$ cat config.mk
export PLATFORM = sky130hd
export DESIGN_NAME = lcd_text_seq
export DESIGN_NICKNAME = d
export VERILOG_FILES = /design/src/rtl/lcd_text_seq.sv
export SDC_FILE = /design/constraint.sdc
export NUM_CORES = 1
export LEC_CHECK = 0
export BUFFER_PORTS_ARGS = -buffer_cell sky130_fd_sc_hd__buf_2
export CORE_MARGIN = 4
export CORE_UTILIZATION = 62
export CTS_CLUSTER_SIZE = 10
export DETAILED_ROUTE_END_ITERATION = 16
export PLACE_DENSITY_LB_ADDON = 0.2
export SYNTH_ARGS = -nofsm -noshare
export SYNTH_HDL_FRONTEND = slang
export SYNTH_SLANG_ARGS = --single-unit
$ cat constraint.sdc
create_clock -name clk -period 5.6 [get_ports clk]
set_input_delay 0.56 -clock clk [delete_from_list [all_inputs] [get_ports clk]]
set_output_delay 0.56 -clock clk [all_outputs]
set_load 0.005 [all_outputs]
$ cat src/rtl/lcd_text_seq.sv
// Command sequencer for the LCD controller: waits for power-up, issues the
// HD44780 init instructions, then copies a 2x16 text buffer from RAM on request.
module lcd_text_seq #(
    parameter int PWRUP_WAIT = 2000000,
    parameter int CMD_GAP    = 4096,
    parameter int CLR_GAP    = 200000,
    parameter int DLY_W      = 21
) (
    input  logic       clk,
    input  logic       rstn,
    input  logic       refresh,
    output logic [4:0] ram_addr,
    input  logic [7:0] ram_data,
    output logic [7:0] lcd_db,
    output logic       lcd_rs_sel,
    output logic       lcd_rwb_sel,
    output logic       lcd_cmmd,
    output logic       lcd_instr,
    output logic       busy,
    output logic       init_done
);

    typedef enum logic [2:0] {
        S_PWRUP,
        S_INIT,
        S_IWAIT,
        S_LADDR,
        S_DATA,
        S_GWAIT,
        S_IDLE
    } state_t;

    localparam logic [DLY_W-1:0] PWRUP_LOAD = DLY_W'(PWRUP_WAIT - 1);
    localparam logic [DLY_W-1:0] CMD_LOAD   = DLY_W'(CMD_GAP - 1);
    localparam logic [DLY_W-1:0] CLR_LOAD   = DLY_W'(CLR_GAP - 1);
    localparam logic [DLY_W-1:0] DLY_ONE    = DLY_W'(1);
    localparam logic [5:0]       LINE2_CHAR = 6'd16;
    localparam logic [5:0]       END_CHAR   = 6'd32;
    localparam logic [1:0]       LAST_INIT  = 2'd3;
    localparam logic [1:0]       CLEAR_IDX  = 2'd2;
    localparam logic [7:0]       DDRAM_L1   = 8'h80;
    localparam logic [7:0]       DDRAM_L2   = 8'hC0;

    function automatic logic [7:0] init_byte(input logic [1:0] i);
        logic [7:0] b;
        unique case (i)
            2'd0:    b = 8'h38;  // 8-bit bus, 2 lines, 5x8 font
            2'd1:    b = 8'h0C;  // display on, cursor off
            2'd2:    b = 8'h01;  // clear display
            default: b = 8'h06;  // increment, no shift
        endcase
        return b;
    endfunction

    state_t           state, state_nx;
    logic [DLY_W-1:0] dly, dly_nx;
    logic [1:0]       idx, idx_nx;
    logic [5:0]       chr, chr_nx;
    logic             line2_sent, line2_sent_nx;
    logic             pend, pend_nx;
    logic             init_done_nx;

    // NOTE: state registers use non-blocking assignments so every flop samples
    // the pre-edge values of the others, independent of statement order.
    always_ff @(posedge clk or negedge rstn) begin
        if (!rstn) begin
            state      <= S_PWRUP;
            dly        <= PWRUP_LOAD;
            idx        <= '0;
            chr        <= '0;
            line2_sent <= 1'b0;
            pend       <= 1'b0;
            init_done  <= 1'b0;
        end else begin
            state      <= state_nx;
            dly        <= dly_nx;
            idx        <= idx_nx;
            chr        <= chr_nx;
            line2_sent <= line2_sent_nx;
            pend       <= pend_nx;
            init_done  <= init_done_nx;
        end
    end

    // The strobe cycle counts as the first gap cycle, so wait states leave
    // at count 1 to keep strobe-to-strobe spacing exactly equal to the gap.
    always_comb begin
        // NOTE: every signal assigned here gets a default first, so no path
        // through the case statement can leave one unassigned and infer a latch.
        state_nx      = state;
        dly_nx        = dly;
        idx_nx        = idx;
        chr_nx        = chr;
        line2_sent_nx = line2_sent;
        pend_nx       = pend | refresh;
        init_done_nx  = init_done;
        lcd_db        = 8'h00;
        lcd_rs_sel    = 1'b0;
        lcd_cmmd      = 1'b0;
        lcd_instr     = 1'b0;

        unique case (state)
            S_PWRUP: begin
                if (dly == '0) state_nx = S_INIT;
                else           dly_nx   = dly - DLY_ONE;
            end
            S_INIT: begin
                lcd_cmmd  = 1'b1;
                lcd_instr = 1'b1;
                lcd_db    = init_byte(idx);
                dly_nx    = (idx == CLEAR_IDX) ? CLR_LOAD : CMD_LOAD;
                state_nx  = S_IWAIT;
            end
            S_IWAIT: begin
                if (dly == DLY_ONE) begin
                    if (idx == LAST_INIT) begin
                        init_done_nx = 1'b1;
                        state_nx     = S_LADDR;
                    end else begin
                        idx_nx   = idx + 2'd1;
                        state_nx = S_INIT;
                    end
                end else begin
                    dly_nx = dly - DLY_ONE;
                end
            end
            S_LADDR: begin
                lcd_cmmd  = 1'b1;
                lcd_instr = 1'b1;
                if (chr == LINE2_CHAR) begin
                    lcd_db        = DDRAM_L2;
                    line2_sent_nx = 1'b1;
                end else begin
                    lcd_db = DDRAM_L1;
                end
                dly_nx   = CMD_LOAD;
                state_nx = S_GWAIT;
            end
            S_DATA: begin
                lcd_cmmd   = 1'b1;
                lcd_rs_sel = 1'b1;
                lcd_db     = ram_data;
                chr_nx     = chr + 6'd1;
                dly_nx     = CMD_LOAD;
                state_nx   = S_GWAIT;
            end
            S_GWAIT: begin
                if (dly == DLY_ONE) begin
                    if (chr == LINE2_CHAR && !line2_sent) state_nx = S_LADDR;
                    else if (chr < END_CHAR)              state_nx = S_DATA;
                    else                                  state_nx = S_IDLE;
                end else begin
                    dly_nx = dly - DLY_ONE;
                end
            end
            S_IDLE: begin
                if (refresh || pend) begin
                    chr_nx        = '0;
                    line2_sent_nx = 1'b0;
                    pend_nx       = 1'b0;
                    state_nx      = S_LADDR;
                end
            end
            default: state_nx = S_PWRUP;
        endcase
    end

    // The address register is the char index itself, so it moves on the edge
    // ending each data strobe and holds through the whole gap for the RAM.
    assign ram_addr    = chr[4:0];
    assign lcd_rwb_sel = 1'b0;
    assign busy        = (state != S_IDLE);

endmodule
* After elaboration in Yosys (flattened, before gate mapping)
Cells that the tools add are included. W data, S select, Z words.
Word-level totals: register bits 35, input port bits 11, output and inout port bits 19, logic and storage cells 76
Operators by class: $add $sub $neg 3, $lt $le $gt $ge 1, equal/unequal tests 19, mux-type cells 25, bitwise gates (word level) 2, reductions and logical operators 19
Operators with widths (count):
- $pmux W21 S4 | 1
- $mux W21 | 2
- $pmux W8 S3 | 1
- $eq A21 B1 Y1 const B | 1
- $logic_not A21 Y1 | 1
- $sub A21 B1 Y21 const B | 1
- $mux W18 | 1
- $pmux W3 S6 | 1
- $pmux W6 S3 | 1
- $mux W3 | 5
- $ne A2 B2 Y1 const B | 7
- $pmux W6 S2 | 1
- $reduce_and A3 Y1 | 4
- $eq A3 B3 Y1 const B | 3
- $mux W1 | 7
- $mux W7 | 1
- $add A6 B1 Y6 const B | 1
- $eq A3 B2 Y1 const B | 2
- $eq A6 B5 Y1 const B | 1
- $lt A6 B6 Y1 const B | 1
- $mux W6 | 1
- $reduce_or A2 Y1 | 3
- $eq A2 B2 Y1 const B | 2
- $mux W2 | 2
- 17 further kinds | 18

* Longest topological paths before layout
Gate-level depths: netlist of run 1.
word-level depth 5, mapped depth 9, mapped depth without buffers 8

* Worst setup path after synthesis of run 1
Ideal clock, no wire load.
path type reg2reg, start point reg dly[0], end point reg dly[12], library setup time 0.125 ns, arrival time 2.129 ns, data required time 5.475 ns, path slack 3.347 ns, cell stages (with the launch flop) 9, buffers on the path 1, clock period less this slack 2.253 ns, cells stage by stage dfstp_2 > inv_1 > ha_1 > or3b_1 > buf_2 > nand2b_1 > or4_1 > nor2_1 > mux2_2
Between the ends: cells in the longest elaborated chain, start to end 3, elaborated cells on any way between the ends 9, those cells by class add/sub: 1; eq/ne: 3; mux: 3; reduce/logical: 2
RTL lines:
- start: declaration | line 56 | logic [DLY_W-1:0] dly, dly_nx;
- start signal: assignment | line 76 | dly <= dly_nx;
- $sub A21 B1 Y21 (tied with other cells) | line 105, 124, 153
- $mux W21 (tied with other cells) | line 115, 148
- $pmux W21 S4 or $reduce_and A3 Y1 (tied branches)
Several ways; a longest one is shown, not always the timed one. The select of a mux whose other input is x is not followed. A chain may end at the register's enable or synchronous reset.

* Worst setup path after layout of run 1
start point reg state[0], end point out lcd_cmmd
Between the ends: cells in the longest elaborated chain, start to end 3, elaborated cells on any way between the ends 5, those cells by class eq/ne: 3; mux: 1; reduce/logical: 1
RTL lines:
- start: declaration | line 55 | state_t state, state_nx;
- start signal: assignment | line 75 | state <= state_nx;
- $eq A3 B2 Y1 (tied with other cells) | line 102 | unique case (state)
- $reduce_or A3 Y1 (no source line) *
- $mux W1 * | line 102
- end: declaration | line 17 | output logic lcd_cmmd,
Every way passes the cells marked *; elsewhere a longest branch is shown, timed or not.

==> flow_metrics.env, run 1 <==
export IMPL_worstSetupEndpointType="output pin"
export IMPL_gp_congestion=0.906
export IMPL_core_um2=3470
export IMPL_top_usage_layer="met2"
export IMPL_cts_sinks=35
export IMPL_power_per_cell_area_nw_per_um2=186
export IMPL_area_growth_pct=8.61
export IMPL_grt_pass1_vias=1836
export IMPL_postRouteWirelength_mm=4.93
export IMPL_postRouteAntennaNets=0
export IMPL_setup_viol=0
export IMPL_clkLatencyLatePin_ns=0.29
export IMPL_fin_crit_sh_pct=58.3
export IMPL_gr_total_overflow=0
export IMPL_seqCellArea_um2=892
export IMPL_cp_slowest_stage_delay_ns=0.68
export IMPL_avgSynthCellArea_um2=8.98
export IMPL_layout_drive_gt1_share_pct=23.7
export IMPL_netlist_instances=259
export IMPL_syn_cell_area_um2=2330
export IMPL_fillers=269
export IMPL_die_h_um=69.3
export IMPL_crit_family="simple AND/OR/NAND/NOR gates"
export IMPL_startpoint_type="register"
export IMPL_synth_edf_count=0
export IMPL_dp_hpwl_mm=3.63
export IMPL_postCtsHoldBufs=0
export IMPL_crit_path_cell_trace="nor2_1 -> nand2_1 -> inv_1 -> nor2_1 -> inv_1 -> buf_2"
export IMPL_synth_ff_type="dfrtp_1"
export IMPL_synth_nets=278
export IMPL_routed_via_count=2020
export IMPL_cts_repair_resized=0
export IMPL_drcViolationCount=0
export IMPL_finalClockSkew_ns=0.00980
export IMPL_path_buf_inv=3
export IMPL_die_w_um=69.3
export IMPL_yosysSeqAreaShare_pct=38.4
export IMPL_fin_nets=296
export IMPL_hp_class="input port to asynchronous set/reset pin"
export IMPL_slowest_stage="dfrtp_1"
export IMPL_power_leakage_uw=0.00105
export IMPL_num_antenna_cells=0
export IMPL_final_common_cell="buf_2"
export IMPL_path_clk_slew_ns=0.07
export IMPL_critical_path_arrival_ns=2.70
export IMPL_root_buffer="clkbuf_8"
export IMPL_initial_core_util_pct=67.1
export IMPL_grt_pass1_wl_mm=8.36
export IMPL_cap_violations=0
export IMPL_hold_viol=0
export IMPL_path_max_fanout=19
export IMPL_ioPinCount=30
export IMPL_crit_type="register to output pin"
export IMPL_die_area_um2=4800
export IMPL_status="finished, final reports clean"
export IMPL_worst_pin_slew_ns=0.786
export IMPL_first_iter_violations=168
export IMPL_cts_tree="built"
export IMPL_numCtsBuffers=5
export IMPL_h_tree_depth=2
export IMPL_antenna_found_initial=0
export IMPL_rsz0062_at_grt="false"
export IMPL_max_freq_mhz=306
export IMPL_postCtsSetupBuffers=0
export IMPL_final_cell_mix="buf_2 (28), nor2_1 (25), dfrtp_1 (22), nand2_1 (20)"
export IMPL_cp_required_ns=5.04
export IMPL_whs_ns=0.329
export IMPL_relSlewSlack_pct=47.6
export IMPL_drv_slew=0
export IMPL_synth_cell_type_count=62
export IMPL_grt_total_usage_pct=21.4
export IMPL_viasPerCell=6.23
export IMPL_finalSetupTns_ns=0
export IMPL_ys_seq_elements=35
export IMPL_yosys_warnings=0
export IMPL_period_needed_ns=3.26
export IMPL_buffer_ports_inserted=28
export IMPL_ir_drop_v=0.000117
export IMPL_dr_pass1_iters=5
export IMPL_rows=21
export IMPL_grt_max_degree=36
export IMPL_met2_usage_pct=31.7
export IMPL_grt_met1_usage_pct=28.7
export IMPL_wl_per_cell_um=15.2
export IMPL_use_met3_pct=6.81
export IMPL_cts_buffer_depth=2
export IMPL_async_flop_share_pct=100
export IMPL_multi_input_area_um2=1280
-- routing by layer --
layer | wire [um] | up-vias
li1 | - | 989
met3 | 292 | 11
met1 | 2290 | 963
met2 | 2260 | 57
met4 | 85 | 0
met5 | 0 | -
-- where the power goes --
group,internal [uW],switching [uW],leakage (uW)
Clock,112,90.3,0.0000505
Sequential,255,2.08,0.000389
Combinational,4.35,7.24,0.000611
-- synth_stat cells (2+ instances only) --
library cell	instances	share of area, %
nor2_1	25	4.0
dfrtp_1	22	24
nand2_1	20	3.2
a21oi_1	13	2.8
dfstp_2	13	15
inv_1	13	2.1
o21ai_0	13	2.8
nor3_1	9	1.9
or3_1	9	2.4
or4_1	9	2.9
ha_1	8	4.3
nand3_1	8	1.7
o31ai_1	7	2.3
buf_2	6	1.3
buf_4	6	1.9
a21o_1	5	1.6
and3_1	4	1.1
clkbuf_1	4	0.65
nand4_1	4	1.1
xor2_1	4	1.5
a21oi_2	3	1.1
nand2b_1	3	0.81
nor4_1	3	0.81
nor4_2	3	1.6
a221oi_1	2	0.75
a22o_1	2	0.75
a22oi_1	2	0.65
a31oi_1	2	0.54
o21ai_1	2	0.43
o21ai_2	2	0.75
o31a_1	2	0.75
-- flip-flops by register name, indices dropped and copies added (netlist names) --
| name | count |
|---|---|
| pend | 1 |
| init_done | 1 |
| chr | 6 |
| idx | 2 |
| dly | 21 |
| state | 3 |
| line2_sent | 1 |
-- per-stage QoR --
stage / utilization (%) / total power [uW] / worst slack, ns / cells / instance area, um2
3_3_place_gp: 69.8 / 273 / 2.76 / 316 / 2420
5_1_grt: 72.8 / 491 / 2.15 / 324 / 2530
3_5_place_dp: 69.8 / 273 / 2.71 / 316 / 2420
2_1_floorplan: - / 265 / 3.35 / 259 / 2330
4_1_cts: 72.8 / 475 / 2.38 / 324 / 2530
6_report: 72.8 / 470 / 2.34 / 324 / 2530
-- final cells by class --
cell class | count | area share (%)
inverters | 13 | 1.93
multi-input cells | 194 | 50.8
clock buffers | 7 | 3.81
repair buffers | 28 | 5.55
flip-flops and latches | 35 | 35.3
clock inverters | 1 | 0.297
well taps | 46 | 2.28
-- path summary, 6_finish.rpt --
kind	slack, ns	end	depth (start not counted)	start
setup / recovery	2.34	lcd_cmmd	6	state[0]
hold / removal	0.33	chr[2]	1	rstn
setup reg to reg	2.85	dly[16]	7	state[0]
hold reg to reg	0.47	init_done	1	init_done
max in group asynchronous	4.78	dly[7]	1	rstn
min in group clk	0.47	init_done	1	init_done
-- cells by family (layout without fill, tap and decap cells) --
| logic type | Yosys count | after routing | share of synthesized area [%] |
|---|---|---|---|
| AO/OA/AOI/OAI | 71 | 71 | 22.5 |
| XOR/XNOR | 5 | 5 | 1.88 |
| buffers and inverters | 30 | 49 | 6.45 |
| adder cells (fa/ha/maj) | 8 | 8 | 4.30 |
| AND/OR/NAND/NOR | 106 | 106 | 24.9 |
| multiplexers | 3 | 3 | 1.40 |
| other | 1 | 1 | 0.161 |
| flip-flops | 35 | 35 | 38.4 |
-- worst register-to-register path: cells and delay by family, from the launching register on --
kind | cells | cell delay [ns]
AOI/OAI and AO/OA | 2 | 0.52
buffers and inverters | 2 | 0.59
DFF | 1 | 0.68
and+or+nand+nor | 3 | 0.90
No activity file was read; power rests on OpenSTA's default activity.
==> run 2, diff against run 1 <==
Settings changed: CORE_UTILIZATION 62 to 58.
Clock period 5.6 ns to 3.3 ns, I/O delays scaled along.
==> flow_metrics.env, run 2 (synthesized netlist as in run 1, its figures left out) <==
export IMPL_cp_required_ns=2.97
export IMPL_finalSetupTns_ns=0
export IMPL_grt_pass1_vias=1898
export IMPL_numCtsBuffers=5
export IMPL_cp_depth=8
export IMPL_cap_violations=0
export IMPL_drv_slew=0
export IMPL_critical_path_arrival_ns=2.57
export IMPL_initial_core_util_pct=61.7
export IMPL_crit_family="buffers and inverters"
export IMPL_hold_viol=0
export IMPL_routed_via_count=2040
export IMPL_ir_drop_v=0.000345
export IMPL_dp_hpwl_mm=3.75
export IMPL_num_antenna_cells=0
export IMPL_grt_total_usage_pct=21.8
export IMPL_power_per_cell_area_nw_per_um2=307
export IMPL_buffer_ports_inserted=28
export IMPL_top_register="dly"
export IMPL_r2r_setup_slack_ns=0.65
export IMPL_clkLatencyLatePin_ns=0.29
export IMPL_wl_per_cell_um=16.0
export IMPL_gp_congestion=0.854
export IMPL_crit_type="register to output pin"
export IMPL_rsz0062_at_grt="false"
export IMPL_hp_class="input port to asynchronous set/reset pin"
export IMPL_startpoint_type="register"
export IMPL_fin_nets=299
export IMPL_first_iter_violations=205
export IMPL_postRouteAntennaNets=0
export IMPL_postCtsHoldBufs=0
export IMPL_cpMostUsedCell="inv_1"
export IMPL_final_common_cell="buf_2"
export IMPL_path_max_fanout=13
export IMPL_seqCellArea_um2=892
export IMPL_area_growth_pct=9.14
export IMPL_slowest_stage="dfrtp_1"
export IMPL_die_area_um2=5090
export IMPL_cp_slowest_stage_delay_ns=0.59
export IMPL_final_cell_mix="buf_2 (28), nor2_1 (25), dfrtp_1 (22), nand2_1 (20)"
export IMPL_reg_top3="dly x21, chr x6, state x3"
export IMPL_root_buffer="clkbuf_8"
export IMPL_cts_tree="built"
export IMPL_status="finished, final reports clean"
export IMPL_layout_drive_gt1_share_pct=24.2
export IMPL_gr_total_overflow=0
export IMPL_setup_viol=0
export IMPL_drcViolationCount=0
export IMPL_grt_pass1_wl_mm=8.93
export IMPL_viasPerCell=6.20
export IMPL_die_w_um=71.3
export IMPL_ioPinCount=30
export IMPL_path_clk_slew_ns=0.07
export IMPL_rows=22
export IMPL_path_buf_inv=5
export IMPL_cts_buffer_depth=2
export IMPL_grt_max_degree=36
export IMPL_crit_path_cell_trace="inv_1 -> nor2_1 -> nand2_1 -> inv_1 -> nor2_1 -> buf_4 -> inv_1 -> buf_2"
export IMPL_period_needed_ns=2.90
export IMPL_postRouteWirelength_mm=5.26
export IMPL_die_h_um=71.3
export IMPL_fin_crit_sh_pct=87.8
export IMPL_r2r_cells=7
export IMPL_multi_input_area_um2=1280
export IMPL_h_tree_depth=2
export IMPL_fillers=298
export IMPL_power_leakage_uw=0.00106
export IMPL_worstSetupEndpointType="output pin"
export IMPL_r2r_end="dly[7]"
export IMPL_max_freq_mhz=345
export IMPL_dr_pass1_iters=4
export IMPL_worst_pin_slew_ns=0.783
export IMPL_cts_repair_resized=0
export IMPL_reg2reg_from="dly[0]"
export IMPL_cts_sinks=35
export IMPL_place_ws_ns=0.642
export IMPL_finalClockSkew_ns=0.00445
export IMPL_largest_reg_flops=21
export IMPL_postCtsSetupBuffers=0
export IMPL_final_setup_worst_slack_ns=0.403
export IMPL_core_um2=3770
export IMPL_antenna_found_initial=0
export IMPL_relSlewSlack_pct=47.8
[run 2: changes by cell type in the layout (fill, tap and decap cells not counted), sizes merged]
cell and delta:
clkinvlp -1, buf +3, clkinv +1
[run 2: worst max path at each step]
| stage | end | start | slack (ns) |
|---|---|---|---|
| after floorplan | dly[12] | dly[0] | 1.05 |
| after global placement | dly[7] | dly[0] | 0.75 |
| after detailed placement | dly[9] | dly[0] | 0.64 |
| after CTS | lcd_cmmd | state[2] | 0.43 |
| after global routing | lcd_cmmd | state[2] | 0.20 |
| final | lcd_cmmd | state[2] | 0.40 |
[run 2: per-stage QoR]
stage	utilization, %	hold slack (ns)	total power [uW]	instance area, um2	cells
after floorplan	-	0.0344	450	2330	259
after global placement	64.9	0.450	463	2450	321
after detailed placement	64.9	0.450	464	2450	321
after CTS	67.3	0.134	787	2540	329
after global routing	67.3	0.169	804	2540	329
final	67.3	0.111	780	2540	329
[run 2: cell type report]
type / count / share of cell area [%]
Timing Repair Buffer: 31 / 6.41
Clock buffer: 7 / 3.40
Clock inverter: 1 / 0.197
Tap cell: 48 / 2.37
Sequential cell: 35 / 35.1
Inverter: 13 / 1.92
Multi-Input combinational cell: 194 / 50.6
[run 2: where the power goes]
| part | leakage, uW | switching (uW) | internal [uW] |
|---|---|---|---|
| clock | 0.0000482 | 156 | 168 |
| sequential | 0.000389 | 3.66 | 432 |
| combinational | 0.000626 | 12.5 | 7.37 |
[run 2: metal layers]
metal	wire length (um)	track usage [%]	up-vias	share of wire, %
met5	0	0	-	0
met4	69	7.93	0	1.3
met3	249	3.79	7	4.7
met2	2520	34.4	53	48
met1	2430	30.0	988	46
li1	-	-	992	-
==> run 3, diff against run 2 <==
Settings changed: GPL_TIMING_DRIVEN set to 0, TNS_END_PERCENT set to 1.
==> flow_metrics.env, run 3 (synthesized netlist as in run 1, its figures left out) <==
export IMPL_status="finished, final reports clean"
export IMPL_finalSetupTns_ns=0
export IMPL_crit_path_cell_trace="clkbuf_1 -> nor2b_1 -> clkbuf_1 -> nor2_1 -> inv_1 -> buf_2 -> buf_2"
export IMPL_worstSetupEndpointType="output pin"
export IMPL_cp_required_ns=2.97
export IMPL_ir_drop_v=0.000223
export IMPL_cts_repair_resized=0
export IMPL_antenna_found_initial=0
export IMPL_path_buf_inv=5
export IMPL_gp_congestion=0.872
export IMPL_stdcell_count=343
export IMPL_viasPerCell=6.04
export IMPL_rsz0062_at_grt="false"
export IMPL_crit_type="register to output pin"
export IMPL_dr_pass1_iters=4
export IMPL_r2r_setup_slack_ns=0.76
export IMPL_finalClockSkew_ns=0.00730
export IMPL_h_tree_depth=2
export IMPL_path_max_fanout=10
export IMPL_relSlewSlack_pct=49.3
export IMPL_largest_reg_flops=21
export IMPL_reg_top3="dly x21, chr x6, state x3"
export IMPL_grt_pass1_wl_mm=9.28
export IMPL_first_iter_violations=162
export IMPL_die_h_um=71.3
export IMPL_worst_pin_slew_ns=0.758
export IMPL_design_area_um2=2620
export IMPL_postRouteAntennaNets=0
export IMPL_fillers=308
export IMPL_postRouteWirelength_mm=5.38
export IMPL_reg2reg_from="dly[0]"
export IMPL_postCtsHoldBufs=0
export IMPL_die_w_um=71.3
export IMPL_final_common_cell="buf_2"
export IMPL_critical_path_arrival_ns=2.57
export IMPL_r2r_end="dly[16]"
export IMPL_ioPinCount=30
export IMPL_die_area_um2=5090
export IMPL_grt_total_usage_pct=22.7
export IMPL_area_growth_pct=12.5
export IMPL_hp_class="input port to asynchronous set/reset pin"
export IMPL_cts_buffer_depth=2
export IMPL_num_antenna_cells=0
export IMPL_r2r_cells=9
export IMPL_clkLatencyLatePin_ns=0.29
export IMPL_grt_max_degree=36
export IMPL_fin_nets=313
export IMPL_power_leakage_uw=0.00112
export IMPL_startpoint_type="register"
export IMPL_dp_hpwl_mm=3.91
export IMPL_setup_viol=0
export IMPL_cp_slowest_stage_delay_ns=0.62
export IMPL_drcViolationCount=0
export IMPL_routed_via_count=2073
export IMPL_cap_violations=0
export IMPL_postCtsSetupBuffers=0
export IMPL_fin_crit_sh_pct=87.8
export IMPL_slowest_stage="nor2_1"
export IMPL_numCtsBuffers=5
export IMPL_drv_slew=0
export IMPL_whs_ns=0.104
export IMPL_layout_drive_gt1_share_pct=26.4
export IMPL_core_um2=3770
export IMPL_cts_sinks=35
export IMPL_place_inst=335
export IMPL_initial_core_util_pct=61.7
export IMPL_placed_cell_area_um2=2530
export IMPL_max_freq_mhz=345
export IMPL_grt_pass1_vias=1973
export IMPL_period_needed_ns=2.90
export IMPL_cts_tree="built"
export IMPL_buffer_ports_inserted=28
export IMPL_final_cell_mix="buf_2 (34), nor2_1 (25), dfrtp_1 (22), nand2_1 (20)"
export IMPL_path_clk_slew_ns=0.07
export IMPL_hold_viol=0
export IMPL_top_register="dly"
export IMPL_crit_family="buffers and inverters"
export IMPL_root_buffer="clkbuf_8"
export IMPL_gr_total_overflow=0
export IMPL_wl_per_cell_um=15.7
export IMPL_rows=22
export IMPL_power_per_cell_area_nw_per_um2=299
-- run 3: cell types whose count changed in the layout (fill, tap and decap cells not counted) --
cell | previous run | this run
buf_2 | 28 | 34
clkbuf_1 | 1 | 5
buf_4 | 3 | 6
buf_6 | 0 | 1
-- run 3: metal layers --
metal	global-route usage, %	up-vias	share of wire (%)
met4	5.85	0	0.54
met1	30.9	996	46
li1	-	1026	-
met3	6.73	4	4.5
met2	35.3	47	49
met5	0	-	0
-- run 3: final cells by class --
class | instances | area, um2 | area share [%]
Clock buffer | 7 | 86.3 | 3.30
Tap cell | 48 | 60.1 | 2.29
Clock inverter | 1 | 5.00 | 0.191
Buffer | 17 | 101 | 3.87
Timing Repair Buffer | 28 | 140 | 5.35
Inverter | 13 | 48.8 | 1.86
Sequential cell | 35 | 892 | 34.1
Multi-Input combinational cell | 194 | 1280 | 49.0
-- run 3: worst max-delay path by stage --
stage | startpoint | end | cells after the start
after CTS | state[2] | lcd_cmmd | 7
after detailed placement | state[2] | lcd_cmmd | 7
after global placement | state[2] | lcd_cmmd | 7
after floorplan | dly[0] | dly[12] | 8
final | state[2] | lcd_cmmd | 7
after global routing | state[2] | lcd_cmmd | 7
-- run 3: through the flow --
stage / setup WS (ns) / utilization [%] / total power, uW
global placement: 0.734 / 67.0 / 466
CTS: 0.430 / 69.4 / 790
floorplan: 1.05 / - / 450
detailed placement: 0.719 / 67.0 / 467
global route: 0.133 / 69.4 / 811
finish: 0.403 / 69.4 / 783
-- run 3: power by group --
part	switching [uW]	total (uW)	internal, uW
clock network	155	324	168
logic	12.9	23.1	10.3
registers	3.70	436	432
